`config.mk`:
```
export PLATFORM = sky130hd
export DESIGN_NAME = gray_decoder
export DESIGN_NICKNAME = d
export VERILOG_FILES = /design/src/rtl/gray_decoder.sv
export SDC_FILE = /design/constraint.sdc
export NUM_CORES = 1
export LEC_CHECK = 0
export ABC_AREA = 1
export CAP_MARGIN = 20
export CORE_UTILIZATION = 43
export CTS_BUF_LIST = sky130_fd_sc_hd__clkbuf_2 sky130_fd_sc_hd__clkbuf_4 sky130_fd_sc_hd__clkbuf_8
export DETAILED_ROUTE_END_ITERATION = 16
export DONT_BUFFER_PORTS = 1
export GPL_TIMING_DRIVEN = 0
export HOLD_SLACK_MARGIN = 0.08
export MAX_ROUTING_LAYER = met4
export PLACE_DENSITY = 0.62
export SETUP_SLACK_MARGIN = 0.05
export SLEW_MARGIN = 20
export SYNTH_ARGS = -nofsm -noshare
export SYNTH_HDL_FRONTEND = slang
export SYNTH_SLANG_ARGS = --single-unit
```
`constraint.sdc`:
```
create_clock -name clk -period 1.9 [get_ports clk]
set_input_delay 0.095 -clock clk [delete_from_list [all_inputs] [get_ports clk]]
set_output_delay 0.095 -clock clk [all_outputs]
set_load 0.02 [all_outputs]
```
`src/rtl/gray_decoder.sv`:
```
// Gray-code bus receiver: decodes each strobed sample to binary and checks that
// successive samples form a legal +1/hold sequence, flagging wraps and step errors.
module gray_decoder #(
   parameter int WIDTH     = 3,
   parameter int ERR_CNT_W = 8
) (
   input  logic                 clk,
   input  logic                 rst_n,
   input  logic                 en,
   input  logic                 clear,
   input  logic [WIDTH-1:0]     gray,
   output logic [WIDTH-1:0]     binary,
   output logic                 wrap,
   output logic                 locked,
   output logic                 error,
   output logic [ERR_CNT_W-1:0] err_cnt
);

   typedef enum logic [1:0] {
      IDLE = 2'd0,
      ACQ  = 2'd1,
      LOCK = 2'd2
   } state_t;

   state_t           state;
   logic [WIDTH-1:0] prev;
   logic [WIDTH-1:0] dec;
   logic [WIDTH-1:0] nxt;
   logic             is_hold;
   logic             is_step;

   function automatic logic [WIDTH-1:0] gray2bin(input logic [WIDTH-1:0] g);
      logic [WIDTH-1:0] b;
      b[WIDTH-1] = g[WIDTH-1];
      for (int i = WIDTH - 2; i >= 0; i--) begin
         b[i] = b[i+1] ^ g[i];
      end
      return b;
   endfunction

   // Error counter holds at all-ones instead of rolling over.
   function automatic logic [ERR_CNT_W-1:0] sat_inc(input logic [ERR_CNT_W-1:0] c);
      if (c == '1) begin
         return c;
      end
      return c + ERR_CNT_W'(1);
   endfunction

   assign dec     = gray2bin(gray);
   assign nxt     = prev + WIDTH'(1);
   assign is_hold = (dec == prev);
   assign is_step = (dec == nxt);

   always_ff @(posedge clk or negedge rst_n) begin
      if (!rst_n) begin
         state   <= IDLE;
         prev    <= '0;
         binary  <= '0;
         wrap    <= 1'b0;
         locked  <= 1'b0;
         error   <= 1'b0;
         err_cnt <= '0;
      end else begin
         wrap <= 1'b0;
         if (clear) begin
            state   <= IDLE;
            prev    <= '0;
            binary  <= '0;
            locked  <= 1'b0;
            error   <= 1'b0;
            err_cnt <= '0;
         end else if (en) begin
            case (state)
               IDLE: begin
                  prev   <= dec;
                  binary <= dec;
                  state  <= ACQ;
               end
               ACQ: begin
                  prev   <= dec;
                  binary <= dec;
                  if (is_step) begin
                     state  <= LOCK;
                     locked <= 1'b1;
                  end
               end
               LOCK: begin
                  // A hold leaves everything untouched; only steps and faults move state.
                  if (is_step) begin
                     prev   <= dec;
                     binary <= dec;
                     wrap   <= (prev == '1) && (dec == '0);
                  end else if (!is_hold) begin
                     prev    <= dec;
                     binary  <= dec;
                     error   <= 1'b1;
                     err_cnt <= sat_inc(err_cnt);
                     locked  <= 1'b0;
                     state   <= ACQ;
                  end
               end
               default: state <= IDLE;
            endcase
         end
      end
   end

endmodule

```
==> Word-level counts from Yosys, hierarchy flattened <==
Index checks and enable logic that the tools add are counted.
{ "op_classes": {"eq_ne": 13, "reduce_logical": 13, "addsub": 2, "muxes": 38, "bitwise_logic": 2} }
{ "op_table": {"columns": ["cell", "count"], "rows": [
  ["$mux 8", 6],
  ["$mux 1", 20],
  ["$mux 3", 4],
  ["$ne 3x3->1 const B", 4],
  ["$mux 2", 5],
  ["$reduce_and 5->1", 2],
  ["$add 8x1->8 const B", 1],
  ["$eq 8x8->1 const B", 1],
  ["$reduce_and 4->1", 2],
  ["$eq 3x3->1", 2],
  ["$pmux 2 s3", 1],
  ["$pmux 3 s2", 1],
  ["$reduce_bool 3->1", 2],
  ["$ne 2x2->1 const B", 2],
  ["$ne 4x4->1 const B", 1],
  ["$reduce_bool 2->1", 2],
  ["$add 3x1->3 const B", 1],
  ["$eq 3x3->1 const B", 1],
  ["$logic_not 3->1", 1],
  ["$reduce_and 3->1", 1],
  ["$eq 2x1->1 const B", 1],
  ["$eq 2x2->1 const B", 1],
  ["$logic_not 2->1", 1],
  ["$pmux 1 s2", 1],
  ["other kinds (3)", 4]
]} }
{ "word_totals": {"out_inout_bits": 14, "word_cells": 74, "input_bits": 7, "ff_bits": 16} }

==> Longest topological paths before layout <==
Gate-level depths: netlist of the first run.
{ "depth": {"word_depth": 14, "depth_mapped": 13, "mapped_depth_nobuf": 12} }

==> Worst setup path after synthesis of the first run <==
OpenSTA, ideal clock, no wires.
{ "synth_timing": {"path_kind": "reg2reg", "from": "register prev[0]", "to": "register err_cnt[2]", "path_buffers": 1, "setup_time_ns": 0.118, "required_time_ns": 1.782, "stages_incl_launch_ff": 12, "period_less_slack_ns": 1.931, "setup_slack_ns": -0.031, "arrival_time_ns": 1.813, "path_cell_list": "dfrtp_1 -> ha_1 -> ha_1 -> xor2_1 -> nor2_4 -> nand3_2 -> nand2_4 -> nor2_4 -> nand2_4 -> buf_12 -> nand2_2 -> o21ai_2"} }
{ "synth_via": {"elab_chain_len": 4, "elab_cells_between_ends": 6, "classes_between": "1 x add/sub; 4 x eq/ne; 1 x reduce/logical"} }
{ "synth_rtl": {"columns": ["item", "line_no", "rtl"], "rows": [
  ["start, declared", "26", "logic [WIDTH-1:0] prev;"],
  ["start signal, assigned", "57", "prev <= '0;"],
  ["start signal, assigned", "67", "prev <= '0;"],
  ["start signal, assigned", "75", "prev <= dec;"],
  ["$add 3x1->3", "50", "assign nxt = prev + WIDTH'(1);"],
  ["$eq 3x3->1", "52", "assign is_step = (dec == nxt);"],
  ["$ne 2x2->1 (no line)", null, null],
  ["$reduce_and 5->1 (no line) *", null, null],
  ["end signal, assigned", "97", "err_cnt <= sat_inc(err_cnt);"],
  ["end, declared", "16", "output logic [ERR_CNT_W-1:0] err_cnt"]
]} }
Mark *: on every way between the ends. The rest lies on a longest branch, timed or not.
A chain may end at the register's enable or synchronous reset.

==> Final worst setup path of the first run <==
Ends and elaborated chain as after synthesis.

==> out/qor.json, run 1 <==
{
  "timing.hold.worst.class": "in -> reg",
  "antenna-diode-count": 0,
  "fin_worst_skew_ns": 0.002194,
  "hold_end": "wrap$_DFF_PN0_",
  "netlist_instances": 156,
  "crit_path_max_fanout": 10,
  "drcViolationCount": 0,
  "slew_headroom_pct": 46.87,
  "clock_sinks": 16,
  "synth.cells.most_frequent": "43 x nand2_1, 16 x dfrtp_1, 16 x nand2_2",
  "ctsLongestPathBuffers": 2,
  "grt_setup_unrepaired": "yes",
  "via_count_of_the_first_global_routing_pass": 971,
  "gpl.final_weighted_congestion": 0.8232,
  "critPathBufInv": 1,
  "io_buffers": 0,
  "clk_transition_reported_paths_ns": 0.10,
  "worst_margin_pin_slew_ns": 0.7944,
  "clk_latency_ns": 0.29,
  "critPathCaptureType": "flop",
  "critical_path.top_delay_family": "flip-flops",
  "timing.fmax_mhz": 528.2,
  "routed-via-count": 1024,
  "crit_type": "reg -> reg",
  "ioPinCount": 21,
  "initialDrtViolationCount": 21,
  "layout_worst_path_cycle_share_pct": 99.64,
  "dp_hpwl_microns": 1770,
  "die_h_microns": 54.08,
  "synth_edf_count": 0,
  "top_post_synthesis_cells_by_area": "dfrtp_1 34%, nand2_1 14%, nand2_2 8.6%, nor2_1 4.8%, nand3_1 3.9%",
  "synthFlopType": "dfrtp_1",
  "gr-total-overflow": 0,
  "timing.rr.start": "prev[0]$_DFFE_PN0P_",
  "place_ws_ns": -0.06764,
  "register_bit_count_reported_by_yosys": 16,
  "synthesis.nets": 166,
  "worstHoldStart": "gray[2]",
  "post_synth_num_cell_types": 28,
  "seq_area_frac_synth_pct": 34.33,
  "outcome": "finished clean",
  "drt-pass1-iter-count": 4,
  "pin_count_of_the_biggest_net_entering_global_routing": 17,
  "worst-endpoint-required_ns": 2.09,
  "crit_chain": "ha_4 -> ha_4 -> xor2_2 -> nor2_4 -> nand3_2 -> nand2_4 -> nor2_4 -> nand2_4 -> buf_12 -> nand2_2 -> o21ai_2",
  "viasPerCell": 5.172,
  "wire_per_inst_microns": 12.85,
  "critical_path_arrival_ns": 2.08,
  "hold_depth": 3,
  "synthMostInstantiatedCell": "nand2_1",
  "ant_nets": 0,
  "core_region_sq_um": 2522,
  "initial_antenna_violation_count": 0,
  "final_net_count": 179,
  "grt_util_all_layers_pct": 21.45,
  "flow.area_growth_from_synthesis_pct": 18.45,
  "cellPowerDensity_nw_per_um2": 827.9,
  "post_route_cells_drive_above_1_share_pct": 32.74,
  "initial_util_pct": 46.23,
  "max-vdd-ir-drop_mv": 0.8165,
  "worst_path_max_delay_cell": "dfrtp_2",
  "worstRegToRegCells": 11,
  "synth_top_cell_by_area": "dfrtp_1",
  "power.static_leakage_nw": 0.6286,
  "die_area_sq_um": 2924,
  "h-tree-depth": 1,
  "syn_avg_cell_area_sq_um": 7.475,
  "summed_negative_setup_slack_over_all_endpoints_ns": 0,
  "hold_viol": 0,
  "synth.yosys.warnings": 0,
  "tritoncts_clock_tree": "yes",
  "fp.dieW_microns": 54.08,
  "reg2reg_setup_slack_ns": 0.007,
  "post-synth-top-area-fraction_pct": 34.33,
  "synthArstFlopShare_pct": 100.0,
  "cp_startpoint_kind": "flop",
  "final-seq-area_sq_um": 405.4,
  "mappedNetlistArea_sq_um": 1166,
  "wire_length_of_the_first_global_routing_pass_microns": 4360,
  "floorplan.rows": 18,
  "setup-violations-final": 0,
  "routed_wl_microns": 2544,
  "tritoncts.num_buffers": 3,
  "period_minus_slack_ns": 1.893,
  "least_setup_slack_across_all_paths_after_layout_ns": 0.006855,
  "area_used_by_multi_input_combinational_logic_sq_um": 726.9,
  "max_cap_viol_count": 0,
  "slew_viol_final": 0,
  "crit-reg2reg-capture": "err_cnt[2]$_DFFE_PN0P_",
  "cts_root_buffer": "clkbuf_4",
  "fillerInstances": 240,
  "timing.critical_path.slowest_cell_delay_ns": 0.51
}
-- how the worst max path moves through the flow --
stage                                 startpoint                endpoint  slack, ns  depth (start not counted)
final                        prev[0]$_DFFE_PN0P_  err_cnt[2]$_DFFE_PN0P_      0.007                         11
after global routing         prev[0]$_DFFE_PN0P_  err_cnt[2]$_DFFE_PN0P_      -0.07                         11
after CTS                    prev[0]$_DFFE_PN0P_  err_cnt[2]$_DFFE_PN0P_       0.01                         11
after detailed placement  err_cnt[0]$_DFFE_PN0P_  err_cnt[4]$_DFFE_PN0P_      -0.07                         12
after global placement    err_cnt[0]$_DFFE_PN0P_  err_cnt[4]$_DFFE_PN0P_      -0.03                         12
after floorplan              prev[0]$_DFFE_PN0P_  err_cnt[2]$_DFFE_PN0P_       0.05                         11
-- registers in the layout, summed over array words and instances (netlist names) --
register and flops:
locked 1, prev 3, wrap 1, state 2
err_cnt 8, error 1
-- cell type report --
type / instances / share of cell area (%)
Multi-Input combinational cell: 121 / 52.63
Tap cell: 30 / 2.717
Timing Repair Buffer: 8 / 5.254
Sequential cell: 16 / 29.35
Buffer: 3 / 2.083
Clock buffer: 4 / 2.627
Inverter: 16 / 5.344
-- cell families (layout without fill, tap and decap cells) --
| family | count (synthesis) | count (layout) | share of synthesized area (%) |
|---|---|---|---|
| AOI/OAI and AO/OA | 15 | 15 | 7.726 |
| buffers and inverters | 19 | 31 | 8.798 |
| DFF | 16 | 16 | 34.33 |
| xor gates and xnor gates | 3 | 3 | 2.254 |
| and+or+nand+nor | 100 | 100 | 43.67 |
| adders and majority gates | 3 | 3 | 3.219 |
-- tightest hold or removal path: cells and delay by family --
| family | cells | cell delay (ns) |
|---|---|---|
| and+or+nand+nor | 3 | 0.28 |
-- per-stage QoR --
stage | cell area [sq um] | utilization, % | total power, W | instances | hold WS (ns)
2_1_floorplan | 1189 | - | 0.0008062 | 156 | -0.2006
3_3_place_gp | 1226 | 48.61 | 0.0008548 | 186 | -0.2002
3_5_place_dp | 1226 | 48.61 | 0.0008697 | 186 | -0.2001
4_1_cts | 1330 | 52.73 | 0.001133 | 195 | 0.1021
5_1_grt | 1381 | 54.76 | 0.001235 | 198 | 0.1302
6_report | 1381 | 54.76 | 0.001144 | 198 | 0.1206
-- per-layer routing --
layer  part of all wire, %  up-vias  GRT usage [%]
met2                    48       19          32.30
li1                      -      516              -
met5                     0        -              -
met4                  0.39        0          2.564
met3                   3.9        2          6.497
met1                    48      487          28.98
-- power by group --
part / leakage [nW] / internal [W] / total, W / switching (W)
combinational: 0.399 / 0.000163 / 0.000373 / 0.000210
sequential: 0.209 / 0.000400 / 0.000541 / 0.000141
clock: 0.0210 / 0.000117 / 0.000230 / 0.000113
-- cell usage in the layout (no fill, tap or decap), drive strengths merged --
master        n
a21oi         5
buf           5
bufinv        1
clkbuf        5
dfrtp        16
dlygate4sd3   5
ha            3
inv          15
nand2        62
nand3        12
nand3b        2
nand4         1
nor2         19
nor3          3
nor4          1
o21ai        10
xnor2         1
xor2          2
-- repair_timing --
item                                    in CTS  in global routing
endpoints found under the hold margin       19                  0
resized for setup                            5                  6
pin swaps                                    2                  4
endpoints found under the setup margin      11                 11
cloned                                       0                  0
buffers inserted                             0                  3
hold buffers                                 5                  0
Power figures use the tool's default switching activity.
==> run 2: changes to the inputs <==
CTS_BUF_LIST = sky130_fd_sc_hd__clkbuf_16   (was sky130_fd_sc_hd__clkbuf_2 sky130_fd_sc_hd__clkbuf_4 sky130_fd_sc_hd__clkbuf_8)
==> out/qor.json, run 2 (synthesis gave the netlist of run 1 again) <==
{
  "slew_viol_final": {"value": 0, "change": "unchanged"},
  "cellPowerDensity": {"value": 938.1, "unit": "nW/um^2", "change": "+13%"},
  "post_route_cells_drive_above_1_share": {"value": 33.93, "unit": "%", "change": "+1.2 points"},
  "timing.rr.start": "prev[0]$_DFFE_PN0P_",
  "layout_worst_path_cycle_share": {"value": 99.31, "unit": "%", "change": "-0.33 points"},
  "grt.busiest_layer": "met2",
  "via_count_of_the_first_global_routing_pass": {"value": 982, "change": "+1.1%"},
  "pin_count_of_the_biggest_net_entering_global_routing": {"value": 17, "change": "unchanged"},
  "clk_transition_reported_paths": {"value": 0.05, "unit": "ns", "change": "-0.05 ns"},
  "wire_per_inst": {"value": 13.04, "unit": "microns", "change": "+1.5%"},
  "place_ws": {"value": -0.06764, "unit": "ns", "change": "unchanged"},
  "wire_length_of_the_first_global_routing_pass": {"value": 4305, "unit": "microns", "change": "-1.3%"},
  "largest_registers": "err_cnt (8), prev (3), state (2)",
  "die_h": {"value": 54.08, "unit": "microns", "change": "unchanged"},
  "worst-endpoint-required": {"value": 2.04, "unit": "ns", "change": "-0.05 ns"},
  "cp-endpoint": "err_cnt[2]$_DFFE_PN0P_",
  "fp.dieW": {"value": 54.08, "unit": "microns", "change": "unchanged"},
  "ioPinCount": {"value": 21, "change": "unchanged"},
  "crit-reg2reg-capture": "err_cnt[2]$_DFFE_PN0P_",
  "max-vdd-ir-drop": {"value": 0.9465, "unit": "mV", "change": "+16%"},
  "drcViolationCount": {"value": 0, "change": "unchanged"},
  "path_depth": {"value": 11, "change": "unchanged"},
  "core_region": {"value": 2522, "unit": "sq um", "change": "unchanged"},
  "clock_sinks": {"value": 16, "change": "unchanged"},
  "finalPower": {"value": 0.001336, "unit": "W", "change": "+17%"},
  "gpl.final_weighted_congestion": {"value": 0.8232, "change": "unchanged"},
  "h-tree-depth": {"value": 1, "change": "unchanged"},
  "setup-violations-final": {"value": 0, "change": "unchanged"},
  "routed_wl": {"value": 2581, "unit": "microns", "change": "+1.5%"},
  "grt_util_all_layers": {"value": 21.15, "unit": "%", "change": "-0.30 points"},
  "cp_startpoint_kind": "flop",
  "critical_path_arrival": {"value": 2.02, "unit": "ns", "change": "-0.06 ns"},
  "io_buffers": {"value": 0, "change": "unchanged"},
  "drt-pass1-iter-count": {"value": 4, "change": "unchanged"},
  "cts_root_buffer": "clkbuf_16",
  "initial_antenna_violation_count": {"value": 0, "change": "unchanged"},
  "crit_chain": "ha_4 -> ha_4 -> xor2_2 -> nor2_4 -> nand3_2 -> nand2_4 -> nor2_4 -> nand2_4 -> buf_12 -> nand2_2 -> o21ai_2",
  "final.hold.worst_slack": {"value": 0.1003, "unit": "ns", "change": "-0.02039 ns"},
  "initialDrtViolationCount": {"value": 26, "change": "+24%"},
  "largest_reg_flops": {"value": 8, "change": "unchanged"},
  "clk_latency": {"value": 0.25, "unit": "ns", "change": "-0.04 ns"},
  "viasPerCell": {"value": 5.167, "change": "about the same"},
  "max_cap_viol_count": {"value": 0, "change": "unchanged"},
  "ant_nets": {"value": 0, "change": "unchanged"},
  "crit_path_max_fanout": {"value": 10, "change": "unchanged"},
  "slew_headroom": {"value": 47.50, "unit": "%", "change": "+0.63 points"},
  "worst_path_max_delay_cell": "dfrtp_2",
  "groute.layer.met1.usage": {"value": 27.46, "unit": "%", "change": "-1.5 points"},
  "worst_margin_pin_slew": {"value": 0.7850, "unit": "ns", "change": "-0.009404 ns"},
  "flow.area_growth_from_synthesis_pct": 22.10,
  "tritoncts.num_buffers": {"value": 3, "change": "unchanged"},
  "grt.met3_usage": {"value": 6.780, "unit": "%", "change": "+0.28 points"},
  "layout.cells.most_common": "nand2_1",
  "gr-usage-met2": {"value": 32.92, "unit": "%", "change": "+0.62 points"},
  "largest-register": "err_cnt",
  "ctsLongestPathBuffers": {"value": 2, "change": "unchanged"},
  "most-common-layout-cells": "42 x nand2_1, 17 x nand2_2, 12 x nor2_1, 12 x dfrtp_1, 11 x inv_1",
  "hold_viol": {"value": 0, "change": "unchanged"},
  "dp_hpwl": {"value": 1770, "unit": "microns", "change": "unchanged"},
  "initial_util": {"value": 46.23, "unit": "%", "change": "unchanged"},
  "tritoncts_clock_tree": "yes",
  "fin_worst_skew": {"value": 0.003161, "unit": "ns", "change": "+0.0009664 ns"},
  "outcome": "finished clean",
  "worstRegToRegCells": {"value": 11, "change": "unchanged"},
  "timing.fmax": {"value": 530.0, "unit": "MHz", "change": "+0.33%"},
  "reg2reg_setup_slack": {"value": 0.01, "unit": "ns", "change": "about the same"},
  "gr-total-overflow": {"value": 0, "change": "unchanged"},
  "least_setup_slack_across_all_paths_after_layout": {"value": 0.01310, "unit": "ns", "change": "+0.006245 ns"},
  "critPathCaptureType": "flop",
  "routed-via-count": {"value": 1023, "change": "-0.098%"},
  "period_minus_slack": {"value": 1.887, "unit": "ns", "change": "-0.006245 ns"},
  "grt_setup_unrepaired": "yes",
  "die_area": {"value": 2924, "unit": "sq um", "change": "unchanged"},
  "power.static_leakage": {"value": 0.6488, "unit": "nW", "change": "+3.2%"},
  "timing.critical_path.slowest_cell_delay": {"value": 0.49, "unit": "ns", "change": "-0.02 ns"},
  "timing.hold.worst.class": "in -> reg",
  "crit_type": "reg -> reg",
  "floorplan.rows": {"value": 18, "change": "unchanged"},
  "antenna-diode-count": {"value": 0, "change": "unchanged"},
  "final_net_count": {"value": 179, "change": "unchanged"},
  "setup.worst_path.start": "prev[0]$_DFFE_PN0P_",
  "critPathBufInv": {"value": 1, "change": "unchanged"},
  "critical_path.top_delay_family": "flip-flops"
}
run 2: worst min-delay path by stage:
stage | slack, ns | cells after the start | endpoint | startpoint
after floorplan | -0.20 | 0 | err_cnt[0]$_DFFE_PN0P_ | rst_n
after global placement | -0.20 | 0 | state[0]$_DFFE_PN0P_ | rst_n
after detailed placement | -0.20 | 0 | state[0]$_DFFE_PN0P_ | rst_n
after CTS | 0.09 | 3 | wrap$_DFF_PN0_ | gray[0]
after global routing | 0.12 | 3 | wrap$_DFF_PN0_ | gray[0]
final | 0.10 | 3 | wrap$_DFF_PN0_ | gray[0]
run 2: layout make-up:
| type | count | area, sq um |
|---|---|---|
| Sequential cell | 16 | 405.4 |
| Fill cell | 241 | 1099 |
| Multi-Input combinational cell | 121 | 729.5 |
| Clock buffer | 3 | 75.07 |
| Clock inverter | 1 | 3.754 |
| Buffer | 3 | 28.78 |
| Tap cell | 30 | 37.54 |
| Inverter | 16 | 73.82 |
| Timing Repair Buffer | 8 | 70.07 |
run 2: report_power, final:
group          internal, W  switching, W
sequential        0.000401      0.000140
clock             0.000280      0.000139
combinational     0.000167      0.000210
total             0.000848      0.000488
run 2: metrics by stage:
step	instances	instance area, sq um	util [%]	TNS, ns
finish	198	1424	56.45	0
global route	198	1424	56.45	-0.4657
CTS	194	1363	54.02	0
detailed placement	186	1226	48.61	-0.4733
global placement	186	1226	48.61	-0.1827
floorplan	156	1189	-	0
run 2: repair_timing:
action	CTS	global route
pin swaps	2	6
resized for setup	5	8
setup endpoints to repair	11	11
buffers inserted	0	4
hold endpoints to repair	18	0
hold buffers	4	0
run 2: routing by layer:
layer | share of wire [%] | vias up | wire [microns]
li1 | - | 517 | -
met1 | 46 | 483 | 1190
met2 | 49 | 23 | 1253
met3 | 5.3 | 0 | 137
met4 | 0 | 0 | 0
met5 | 0 | - | 0
run 2: worst register-to-register path, stage by stage, from the launching register on:
cell     delay, ns
dfrtp_2       0.49
ha_4          0.20
ha_4          0.27
xor2_2        0.16
nor2_4        0.07
nand3_2       0.09
nand2_4       0.07
nor2_4        0.11
nand2_4       0.06
buf_12        0.14
nand2_2       0.06
o21ai_2       0.05
==> run 3: changes to the inputs <==
CORE_UTILIZATION = 56   (was 43)
PLACE_DENSITY = 0.76   (was 0.62)
REMOVE_ABC_BUFFERS = 1   (was not set)
clock period = 1.64 ns   (was 1.9 ns; I/O delays follow)
==> out/qor.json, run 3 (synthesis gave the netlist of run 1 again) <==
{
  "setup-violations-final": {"value": 12, "change": "+12"},
  "wire_per_inst": {"value": 14.91, "unit": "microns", "change": "+14%"},
  "ioPinCount": {"value": 21, "change": "unchanged"},
  "worst-endpoint-required": {"value": 1.77, "unit": "ns", "change": "-0.27 ns"},
  "clock_power_share": {"value": 30.4, "unit": "%", "change": "-0.9 points"},
  "area_used_by_multi_input_combinational_logic": {"value": 769.5, "unit": "sq um", "change": "+5.5%"},
  "initialDrtViolationCount": {"value": 27, "change": "+3.8%"},
  "initial_util": {"value": 59.44, "unit": "%", "change": "+13 points"},
  "gr-usage-met2": {"value": 44.38, "unit": "%", "change": "+11 points"},
  "final-seq-area": {"value": 406.6, "unit": "sq um", "change": "+0.31%"},
  "h-tree-depth": {"value": 1, "change": "unchanged"},
  "reg2reg_setup_slack": {"value": -0.27, "unit": "ns", "change": "-0.28 ns"},
  "die_h": {"value": 47.63, "unit": "microns", "change": "-12%"},
  "grt.met3_usage": {"value": 7.925, "unit": "%", "change": "+1.1 points"},
  "antenna-diode-count": {"value": 0, "change": "unchanged"},
  "crit-reg2reg-capture": "state[1]$_DFFE_PN0P_",
  "placed_cells": {"value": 180, "change": "-3.2%"},
  "gpl.final_weighted_congestion": {"value": 0.8992, "change": "+9.2%"},
  "tritoncts_clock_tree": "yes",
  "outcome": "finished, violations left",
  "flow.area_growth_from_synthesis_pct": 26.29,
  "worst_margin_pin_slew": {"value": 0.7575, "unit": "ns", "change": "-0.02742 ns"},
  "p_sw": {"value": 0.0005794, "unit": "W", "change": "+19%"},
  "largest-register": "err_cnt",
  "viasPerCell": {"value": 5.556, "change": "+7.5%"},
  "wire_length_of_the_first_global_routing_pass": {"value": 4264, "unit": "microns", "change": "-0.95%"},
  "intPower": {"value": 0.0009836, "unit": "W", "change": "+16%"},
  "slew_headroom": {"value": 49.33, "unit": "%", "change": "+1.8 points"},
  "floorplan.rows": {"value": 16, "change": "-2"},
  "io_buffers": {"value": 0, "change": "unchanged"},
  "fin_worst_skew": {"value": 0.002232, "unit": "ns", "change": "-0.0009283 ns"},
  "tritoncts.num_buffers": {"value": 3, "change": "unchanged"},
  "fillerInstances": {"value": 154, "change": "-36%"},
  "timing.hold.worst.class": "in -> reg",
  "final.hold.worst_slack": {"value": 0.08157, "unit": "ns", "change": "-0.01868 ns"},
  "grt.busiest_layer": "met2",
  "fp.dieW": {"value": 47.63, "unit": "microns", "change": "-12%"},
  "place_ws": {"value": -0.4338, "unit": "ns", "change": "-0.3661 ns"},
  "drcViolationCount": {"value": 0, "change": "unchanged"},
  "hold_depth": {"value": 3, "change": "unchanged"},
  "placed_area": {"value": 1171, "unit": "sq um", "change": "-4.5%"},
  "critPathCaptureType": "flop",
  "dp_hpwl": {"value": 1727, "unit": "microns", "change": "-2.4%"},
  "least_setup_slack_across_all_paths_after_layout": {"value": -0.2694, "unit": "ns", "change": "-0.2825 ns"},
  "sw_frac_of_total": {"value": 37.07, "unit": "%", "change": "+0.52 points"},
  "layout.cells.most_common": "nand2_1",
  "ant_nets": {"value": 0, "change": "unchanged"},
  "max_cap_viol_count": {"value": 0, "change": "unchanged"},
  "layout.core_utilization": {"value": 75.06, "unit": "%", "change": "+19 points"},
  "clock_sinks": {"value": 16, "change": "unchanged"},
  "initial_antenna_violation_count": {"value": 0, "change": "unchanged"},
  "period_minus_slack": {"value": 1.909, "unit": "ns", "change": "+0.02252 ns"},
  "max-vdd-ir-drop": {"value": 0.7131, "unit": "mV", "change": "-25%"},
  "final_cells": {"value": 196, "change": "-1.0%"},
  "routed_wl": {"value": 2922, "unit": "microns", "change": "+13%"},
  "die_area": {"value": 2269, "unit": "sq um", "change": "-22%"},
  "crit_type": "reg -> reg",
  "layout_worst_path_cycle_share": {"value": 116.4, "unit": "%", "change": "+17 points"},
  "hold_end": "wrap$_DFF_PN0_",
  "worstRegToRegCells": {"value": 10, "change": "-1"},
  "hold_viol": {"value": 0, "change": "unchanged"},
  "largest_reg_flops": {"value": 8, "change": "unchanged"},
  "clk_latency": {"value": 0.25, "unit": "ns", "change": "about the same"},
  "via_count_of_the_first_global_routing_pass": {"value": 976, "change": "-0.61%"},
  "p_comb_share": {"value": 30.1, "unit": "%", "change": "+1.9 points"},
  "core_region": {"value": 1962, "unit": "sq um", "change": "-22%"},
  "failed_checks": "negative setup slack",
  "crit_path_max_fanout": {"value": 5, "change": "-5"},
  "drt-pass1-iter-count": {"value": 4, "change": "unchanged"},
  "critical_path_arrival": {"value": 2.04, "unit": "ns", "change": "+0.02 ns"},
  "cts_root_buffer": "clkbuf_16",
  "routed-via-count": {"value": 1089, "change": "+6.5%"},
  "finalInstanceArea": {"value": 1473, "unit": "sq um", "change": "+3.4%"},
  "groute.layer.met1.usage": {"value": 33.87, "unit": "%", "change": "+6.4 points"},
  "ctsLongestPathBuffers": {"value": 2, "change": "unchanged"},
  "cp_startpoint_kind": "flop",
  "grt_util_all_layers": {"value": 28.61, "unit": "%", "change": "+7.5 points"},
  "most-common-layout-cells": "41 x nand2_1, 17 x nand2_2, 12 x inv_1",
  "final_net_count": {"value": 181, "change": "+1.1%"},
  "timing.rr.start": "prev[0]$_DFFE_PN0P_",
  "post_route_cells_drive_above_1_share": {"value": 36.09, "unit": "%", "change": "+2.2 points"},
  "sequentialPowerShare": {"value": 39.5, "unit": "%", "change": "-1.0 points"},
  "largest_registers": "err_cnt (8), prev (3), state (2)",
  "slew_viol_final": {"value": 0, "change": "unchanged"},
  "grt_setup_unrepaired": "yes",
  "cellPowerDensity": {"value": 1061, "unit": "nW/um^2", "change": "+13%"},
  "power.static_leakage": {"value": 0.6723, "unit": "nW", "change": "+3.6%"},
  "worstHoldStart": "gray[1]",
  "clk_transition_reported_paths": {"value": 0.05, "unit": "ns", "change": "about the same"},
  "gr-total-overflow": {"value": 0, "change": "unchanged"},
  "timing.fmax": {"value": 523.7, "unit": "MHz", "change": "-1.2%"},
  "pin_count_of_the_biggest_net_entering_global_routing": {"value": 17, "change": "unchanged"}
}
==> run 3: cell types whose count changed in the layout (fill, tap and decap cells not counted), sizes merged <==
cell          change
clkinv            -1
buf               -1
dlymetal6s4s      +1
dlygate4sd3       +2
clkbuf            -1
nand2             +1
==> run 3: worst max path at each step <==
stage                             start                      to  slack, ns
finish              prev[0]$_DFFE_PN0P_    state[1]$_DFFE_PN0P_      -0.27
global placement    prev[0]$_DFFE_PN0P_  err_cnt[4]$_DFFE_PN0P_      -0.35
global route        prev[1]$_DFFE_PN0P_    state[1]$_DFFE_PN0P_      -0.36
detailed placement  prev[0]$_DFFE_PN0P_  err_cnt[4]$_DFFE_PN0P_      -0.43
CTS                 prev[1]$_DFFE_PN0P_  err_cnt[6]$_DFFE_PN0P_      -0.24
floorplan           prev[0]$_DFFE_PN0P_  err_cnt[6]$_DFFE_PN0P_      -0.25
==> run 3: layer usage <==
layer	vias to the layer above	share of wire [%]	wire length [microns]
met5	-	0	0
met4	0	3.2	93
met3	13	6.6	194
met2	48	51	1504
met1	504	39	1129
li1	524	-	-
==> run 3: power by group through the flow <==
stage,sequential (W),combinational [W],clock [W]
6_report,0.000617,0.000470,0.000475
5_1_grt,0.000629,0.000518,0.000498
4_1_cts,0.000614,0.000432,0.000478
3_5_place_dp,0.000610,0.000358,0
3_3_place_gp,0.000607,0.000345,0
2_1_floorplan,0.000592,0.000307,0
==> run 3: critical path: stages (launching register included) <==
cell     delay (ns)
dfrtp_2        0.49
ha_4           0.20
ha_4           0.24
xor2_2         0.18
nor2_4         0.13
buf_6          0.11
nand4_1        0.12
nand2_1        0.14
nor2_2         0.05
nand2_1        0.07
o21ai_1        0.06
==> run 3: timing repair <==
action	CTS	global route
hold buffers	7	0
buffers inserted	2	3
setup endpoints to repair	13	16
endpoints found under the hold margin	25	0
resized for setup	13	13
gates cloned	1	0
pin swaps	16	4
==> run 3: through the flow <==
stage,power [W],TNS [ns]
after floorplan,0.0008991,-2.351
after global placement,0.0009520,-3.663
after detailed placement,0.0009681,-4.194
after CTS,0.001524,-2.544
after global routing,0.001645,-3.840
final,0.001563,-2.921
==> run 3: cell type report <==
type	instances	area share, %
Multi-Input combinational cell	122	52.25
Sequential cell	16	27.61
Timing Repair Buffer	12	7.732
Clock buffer	3	5.098
Inverter	16	5.013
Tap cell	27	2.294
